$ cat config.mk
export PLATFORM = sky130hd
export DESIGN_NAME = decode_pipe_stage
export DESIGN_NICKNAME = d
export VERILOG_FILES = /design/src/rtl/decode_pipe_stage.sv
export SDC_FILE = /design/constraint.sdc
export NUM_CORES = 1
export LEC_CHECK = 0
export BUFFER_PORTS_ARGS = -buffer_cell sky130_fd_sc_hd__buf_2
export CAP_MARGIN = 20
export CELL_PAD_IN_SITES_DETAIL_PLACEMENT = 1
export CELL_PAD_IN_SITES_GLOBAL_PLACEMENT = 2
export CORE_ASPECT_RATIO = 1.2
export CORE_MARGIN = 5
export CORE_UTILIZATION = 22
export CTS_CLUSTER_DIAMETER = 120
export CTS_CLUSTER_SIZE = 40
export DETAILED_ROUTE_END_ITERATION = 7
export PLACE_DENSITY_LB_ADDON = 0.1
export SLEW_MARGIN = 20
export SYNTH_ARGS = -nofsm -noshare
export SYNTH_HDL_FRONTEND = slang
export SYNTH_SLANG_ARGS = --single-unit
$ cat constraint.sdc
create_clock -name clk -period 1.55 [get_ports clk]
set_input_delay 0.155 -clock clk [delete_from_list [all_inputs] [get_ports clk]]
set_output_delay 0.155 -clock clk [all_outputs]
set_load 0.02 [all_outputs]
$ cat src/rtl/decode_pipe_stage.sv
// Decode stage between fetch and execute: splits instruction fields, registers them
// with PC+1, and handles valid/ready flow, load-use bubbles and branch flushes.
module decode_pipe_stage #(
  parameter int          REG_WIDTH    = 16,
  parameter int          ADDR_W       = 4,
  parameter int          IMM_W        = 11,
  parameter logic [4:0]  LOAD_OPCODE  = 5'h10,
  parameter int          FLUSH_CYCLES = 2
) (
  input  logic                 clk,
  input  logic                 rst,
  input  logic                 i_1_if_valid,
  output logic                 o_1_if_ready,
  input  logic [15:0]          i_16_instr,
  input  logic [REG_WIDTH-1:0] i_R_pcplus,
  input  logic                 i_1_flush,
  input  logic                 i_1_ex_ready,
  input  logic [REG_WIDTH-1:0] i_R_alu_out,
  input  logic [REG_WIDTH-1:0] i_R_mem_data,
  input  logic                 i_1_mem2reg_sel,
  input  logic [ADDR_W-1:0]    i_A_reg_wr_addr,
  input  logic                 i_1_reg_wr_en,
  output logic                 or_1_id_valid,
  output logic [4:0]           or_5_opcode,
  output logic [ADDR_W-1:0]    or_A_rd_addr,
  output logic [ADDR_W-1:0]    or_A_rs1_addr,
  output logic [ADDR_W-1:0]    or_A_rs2_addr,
  output logic [IMM_W-1:0]     or_I_imm,
  output logic [REG_WIDTH-1:0] or_R_pcplus,
  output logic [REG_WIDTH-1:0] or_R_wr_data,
  output logic [ADDR_W-1:0]    or_A_reg_wr_addr,
  output logic                 or_1_reg_wr_en,
  output logic                 o_1_stall
);

  localparam int CNT_W = $clog2(FLUSH_CYCLES + 1);

  typedef enum logic [1:0] {
    ST_RUN   = 2'd0,
    ST_HAZ   = 2'd1,
    ST_FLUSH = 2'd2
  } state_e;

  state_e               state_q, state_d;
  logic [CNT_W-1:0]     cnt_q, cnt_d;

  logic                 id_valid_q, id_valid_d;
  logic [4:0]           opcode_q, opcode_d;
  logic [ADDR_W-1:0]    rd_q, rd_d;
  logic [ADDR_W-1:0]    rs1_q, rs1_d;
  logic [ADDR_W-1:0]    rs2_q, rs2_d;
  logic [IMM_W-1:0]     imm_q, imm_d;
  logic [REG_WIDTH-1:0] pcplus_q, pcplus_d;

  logic [REG_WIDTH-1:0] wr_data_q, wr_data_d;
  logic [ADDR_W-1:0]    wr_addr_q, wr_addr_d;
  logic                 wr_en_q, wr_en_d;

  logic [ADDR_W-1:0]    rd_f, rs1_f, rs2_f;
  logic                 advance;
  logic                 hazard;
  logic                 load_beat;
  logic                 if_ready_c;
  logic                 stall_c;

  // 3-bit register fields are zero-extended to the register-file address width.
  always_comb begin
    rd_f       = '0;
    rs1_f      = '0;
    rs2_f      = '0;
    rd_f[2:0]  = i_16_instr[10:8];
    rs1_f[2:0] = i_16_instr[5:3];
    rs2_f[2:0] = i_16_instr[2:0];
  end

  assign advance = !id_valid_q || i_1_ex_ready;
  assign hazard  = id_valid_q && (opcode_q == LOAD_OPCODE) && i_1_if_valid &&
                   ((rd_q == rs1_f) || (rd_q == rs2_f));

  always_comb begin
    state_d    = state_q;
    cnt_d      = cnt_q;
    id_valid_d = id_valid_q;
    opcode_d   = opcode_q;
    rd_d       = rd_q;
    rs1_d      = rs1_q;
    rs2_d      = rs2_q;
    imm_d      = imm_q;
    pcplus_d   = pcplus_q;
    if_ready_c = 1'b0;
    stall_c    = 1'b0;
    load_beat  = 1'b0;

    case (state_q)
      ST_RUN: begin
        if_ready_c = advance && !hazard;
        if (advance) begin
          if (hazard) begin
            id_valid_d = 1'b0;
            stall_c    = 1'b1;
            state_d    = ST_HAZ;
          end else if (i_1_if_valid) begin
            load_beat = 1'b1;
          end else begin
            id_valid_d = 1'b0;
          end
        end
      end
      ST_HAZ: begin
        // The bubble now sitting in ID cannot create a new hazard, so just take the held beat.
        if_ready_c = advance;
        if (advance) begin
          if (i_1_if_valid) begin
            load_beat = 1'b1;
          end else begin
            id_valid_d = 1'b0;
          end
          state_d = ST_RUN;
        end
      end
      ST_FLUSH: begin
        if_ready_c = 1'b1;
        id_valid_d = 1'b0;
        if (cnt_q != '0) begin
          cnt_d = cnt_q - CNT_W'(1);
        end
        if (cnt_q <= CNT_W'(1)) begin
          state_d = ST_RUN;
        end
      end
      default: begin
        state_d    = ST_RUN;
        id_valid_d = 1'b0;
      end
    endcase

    if (load_beat && !i_1_flush) begin
      id_valid_d = 1'b1;
      opcode_d   = i_16_instr[15:11];
      rd_d       = rd_f;
      rs1_d      = rs1_f;
      rs2_d      = rs2_f;
      imm_d      = i_16_instr[IMM_W-1:0];
      pcplus_d   = i_R_pcplus;
    end

    // A taken branch overrides everything: the same-cycle beat is swallowed too.
    if (i_1_flush) begin
      id_valid_d = 1'b0;
      stall_c    = 1'b0;
      cnt_d      = CNT_W'(FLUSH_CYCLES);
      state_d    = ST_FLUSH;
    end
  end

  always_comb begin
    wr_data_d = i_1_mem2reg_sel ? i_R_mem_data : i_R_alu_out;
    wr_addr_d = i_A_reg_wr_addr;
    wr_en_d   = i_1_reg_wr_en;
  end

  always_ff @(posedge clk) begin
    if (rst) begin
      state_q    <= ST_RUN;
      cnt_q      <= '0;
      id_valid_q <= 1'b0;
      opcode_q   <= '0;
      rd_q       <= '0;
      rs1_q      <= '0;
      rs2_q      <= '0;
      imm_q      <= '0;
      pcplus_q   <= '0;
      wr_data_q  <= '0;
      wr_addr_q  <= '0;
      wr_en_q    <= 1'b0;
    end else begin
      state_q    <= state_d;
      cnt_q      <= cnt_d;
      id_valid_q <= id_valid_d;
      opcode_q   <= opcode_d;
      rd_q       <= rd_d;
      rs1_q      <= rs1_d;
      rs2_q      <= rs2_d;
      imm_q      <= imm_d;
      pcplus_q   <= pcplus_d;
      wr_data_q  <= wr_data_d;
      wr_addr_q  <= wr_addr_d;
      wr_en_q    <= wr_en_d;
    end
  end

  assign o_1_if_ready     = if_ready_c && !rst;
  assign o_1_stall        = stall_c && !rst;
  assign or_1_id_valid    = id_valid_q;
  assign or_5_opcode      = opcode_q;
  assign or_A_rd_addr     = rd_q;
  assign or_A_rs1_addr    = rs1_q;
  assign or_A_rs2_addr    = rs2_q;
  assign or_I_imm         = imm_q;
  assign or_R_pcplus      = pcplus_q;
  assign or_R_wr_data     = wr_data_q;
  assign or_A_reg_wr_addr = wr_addr_q;
  assign or_1_reg_wr_en   = wr_en_q;

endmodule
==> impl_metrics.toml <==
[route]
wirelength_microns = 7640
via_per_inst = 3.99
avgRoutedWirePerCell_microns = 13.6
route.detailed.drc = 0
dr.pass1.iters = 4
ant_nets = 0
vias = 2249
drtIter0Drc = 36

[synth]
synth.yosys.seq_area_share_pct = 44.8
syn_area_per_cell_sq_um = 10.1
yosysWarningCount = 0
synthCells = 256
syn_area_sq_um = 2590
synth-seq-cells = 58
yosysUniqueCellTypes = 31

[worst_setup_path]
arrival_ns = 1.72
reg2reg_slack_ns = -0.06
cp-end-kind = "output port"
max_stage_delay_ns = 0.36
slowest_stage = "dfxtp_4"
required_ns = 1.39
path_max_fanout = 3
cp.buffers_inverters = 2
crit_family = "simple AND/OR/NAND/NOR gates"
path_cells = "xor2_2 -> nor3_2 -> o211ai_1 -> buf_4 -> nor3b_2 -> buf_4"
startpoint_type = "flop"
criticalPathCategory = "flop to output port"
crit_top_cell = "buf_4"

[die]
core_region_area_sq_um = 11600
die_w_microns = 109
die-area_sq_um = 14100
initial_utilization_pct = 22.4
ioPinCount = 143
core.rowCount = 43
die_h_microns = 129

[cts]
cts_hold_buf = 0
numClockSinks = 58
cts-root-buf = "clkbuf_16"
clk_pin_slew_worst_paths_ns = 0.05
htreeDepth = 3
cts-buffers-inserted = 9
cts_tree = "built"
clockBufferDepth = 2
clkLatencyLatePin_ns = 0.32

[finish]
drive_gt1_share_pct = 47.5
final_cells = 563
diodes = 0
syn_to_final_growth_pct = 52.4
fin_nets = 476

[timing]
rsz0062_at_grt = "yes"
hold_viol = 0
drv_slew = 0
period_needed_ns = 1.87
max_freq_mhz = 535
holdWs_ns = 0.0421
clock_skew_ns = 0.00592
timing.final.ws_setup_ns = -0.321
setup_viol = 35
fin_crit_sh_pct = 121

[job]
drv_cap = 0

[grt]
antenna_found_initial = 2
grt_pass1_wl_microns = 12000
grt-ovfl-total = 0
grt_busiest_layer = "met2"
grt_pass1_vias = 2431
grt_max_degree = 37
global_route.usage.met3_pct = 5.92
track_usage_pct = 11.2
met2_usage_pct = 17.5
grtUsageMet1_pct = 12.5

[hold_path]
hold_class = "input port to flop"

[place]
post-dp-hpwl_microns = 5750
gp_congestion = 0.648
dp_cells = 541
portBuffers = 139

[outcome]
violations = "negative setup slack"
status = "finished with violations"

[power]
total_power_w = 0.00433
p_leak_nw = 1.87
cellPowerDensity_nw_per_um2 = 1100
ir_drop_v = 0.000443
[worst paths after layout]
check,from,depth (start not counted),to
setup / recovery,or_I_imm[9],6,o_1_stall
hold / removal,i_A_reg_wr_addr[3],2,or_A_reg_wr_addr[3]
setup reg to reg,or_I_imm[9],7,or_I_imm[3]
hold reg to reg,or_I_imm[6],2,or_I_imm[6]
[what timing repair did]
item	in CTS	in global routing
gates resized for setup	10	10
endpoints found under the setup margin	35	35
setup buffers	3	2
gates cloned	2	0
pin swaps	2	6
[power breakdown]
part	internal [W]	switching [W]	total, W
logic	0.000298	0.000329	0.000628
registers	0.00157	0.0000401	0.00161
clock network	0.00142	0.000671	0.00209
[cell type report]
cell class / instances / area, sq um
sequential: 58 / 1180
inverter: 2 / 7.51
clock buffer: 15 / 288
tap: 157 / 196
multi-input combinational: 170 / 1300
timing repair buffer: 160 / 960
clock inverter: 1 / 30.0
fill: 1353 / 7610
[sequential cells by signal, indices dropped and copies added (netlist names)]
| signal | cells |
|---|---|
| cnt_q | 2 |
| or_I_imm | 11 |
| or_A_reg_wr_addr | 4 |
| or_R_pcplus | 16 |
| or_1_reg_wr_en | 1 |
| or_5_opcode | 5 |
| or_R_wr_data | 16 |
| or_1_id_valid | 1 |
| state_q | 2 |
[cell usage after synthesis (all sizes together)]
master   count  share of area (%)
nand2        4               0.58
dfxtp       58                 45
xor2         6                2.0
mux2i       48                 19
or2b         2               0.58
nor4         1               0.82
o2bb2ai      1               0.34
a21boi       1               0.29
nor2        19                2.7
conb         1               0.14
nand2b      62                 15
o21ai        2               0.39
a21oi        3               0.58
and2         1               0.24
nor3         4                1.2
clkbuf      10                1.4
a31oi        1               0.24
nor3b        2               0.58
o221ai       1               0.34
buf         18                6.6
nand4b       1               0.34
and4         1               0.34
nor2b        6                1.4
inv          2               0.29
o211ai       1               0.29
[metrics by stage]
step | instance area, sq um | util (%) | setup slack (ns) | TNS (ns)
final | 3950 | 34.2 | -0.321 | -2.20
after detailed placement | 3440 | 29.7 | -0.101 | -2.13
after global placement | 3440 | 29.7 | -0.0300 | -0.457
after floorplan | 2620 | - | -0.0147 | -0.329
after CTS | 3870 | 33.5 | -0.328 | -3.49
after global routing | 3950 | 34.2 | -0.436 | -5.68
[cells by family (layout without fill, tap and decap cells)]
family          Yosys count  in the layout  share of synthesized area, %
flops                    58             58                          44.8
buf+inv                  30            178                          8.30
simple gates            103            103                          23.8
other cells               1              3                         0.145
xor+xnor                  6              6                          2.03
compound gates           10             10                          2.46
mux                      48             48                          18.5
[routing by layer]
metal	vias to the layer above	part of all wire (%)
met1	1020	40
met3	14	13
met2	109	46
met5	-	0.30
li1	1102	-
met4	4	1.5
[layout by cell type (no fill, tap or decap), drive strengths merged]
cell type | Yosys | final
a21boi | 1 | 1
buf | 18 | 160
nand2b | 62 | 62
inv | 2 | 2
nor3 | 4 | 4
and2 | 1 | 1
o211ai | 1 | 1
a21oi | 3 | 3
o21ai | 2 | 2
o2bb2ai | 1 | 1
nor4 | 1 | 1
nand4b | 1 | 1
a31oi | 1 | 1
dfxtp | 58 | 58
clkbuf | 10 | 15
nand2 | 4 | 4
xor2 | 6 | 6
nor2 | 19 | 19
or2b | 2 | 2
o221ai | 1 | 1
nor2b | 6 | 6
nor3b | 2 | 2
conb | 1 | 3
mux2i | 48 | 48
bufinv | 0 | 1
and4 | 1 | 1
No activity file was read; power rests on OpenSTA's default activity.
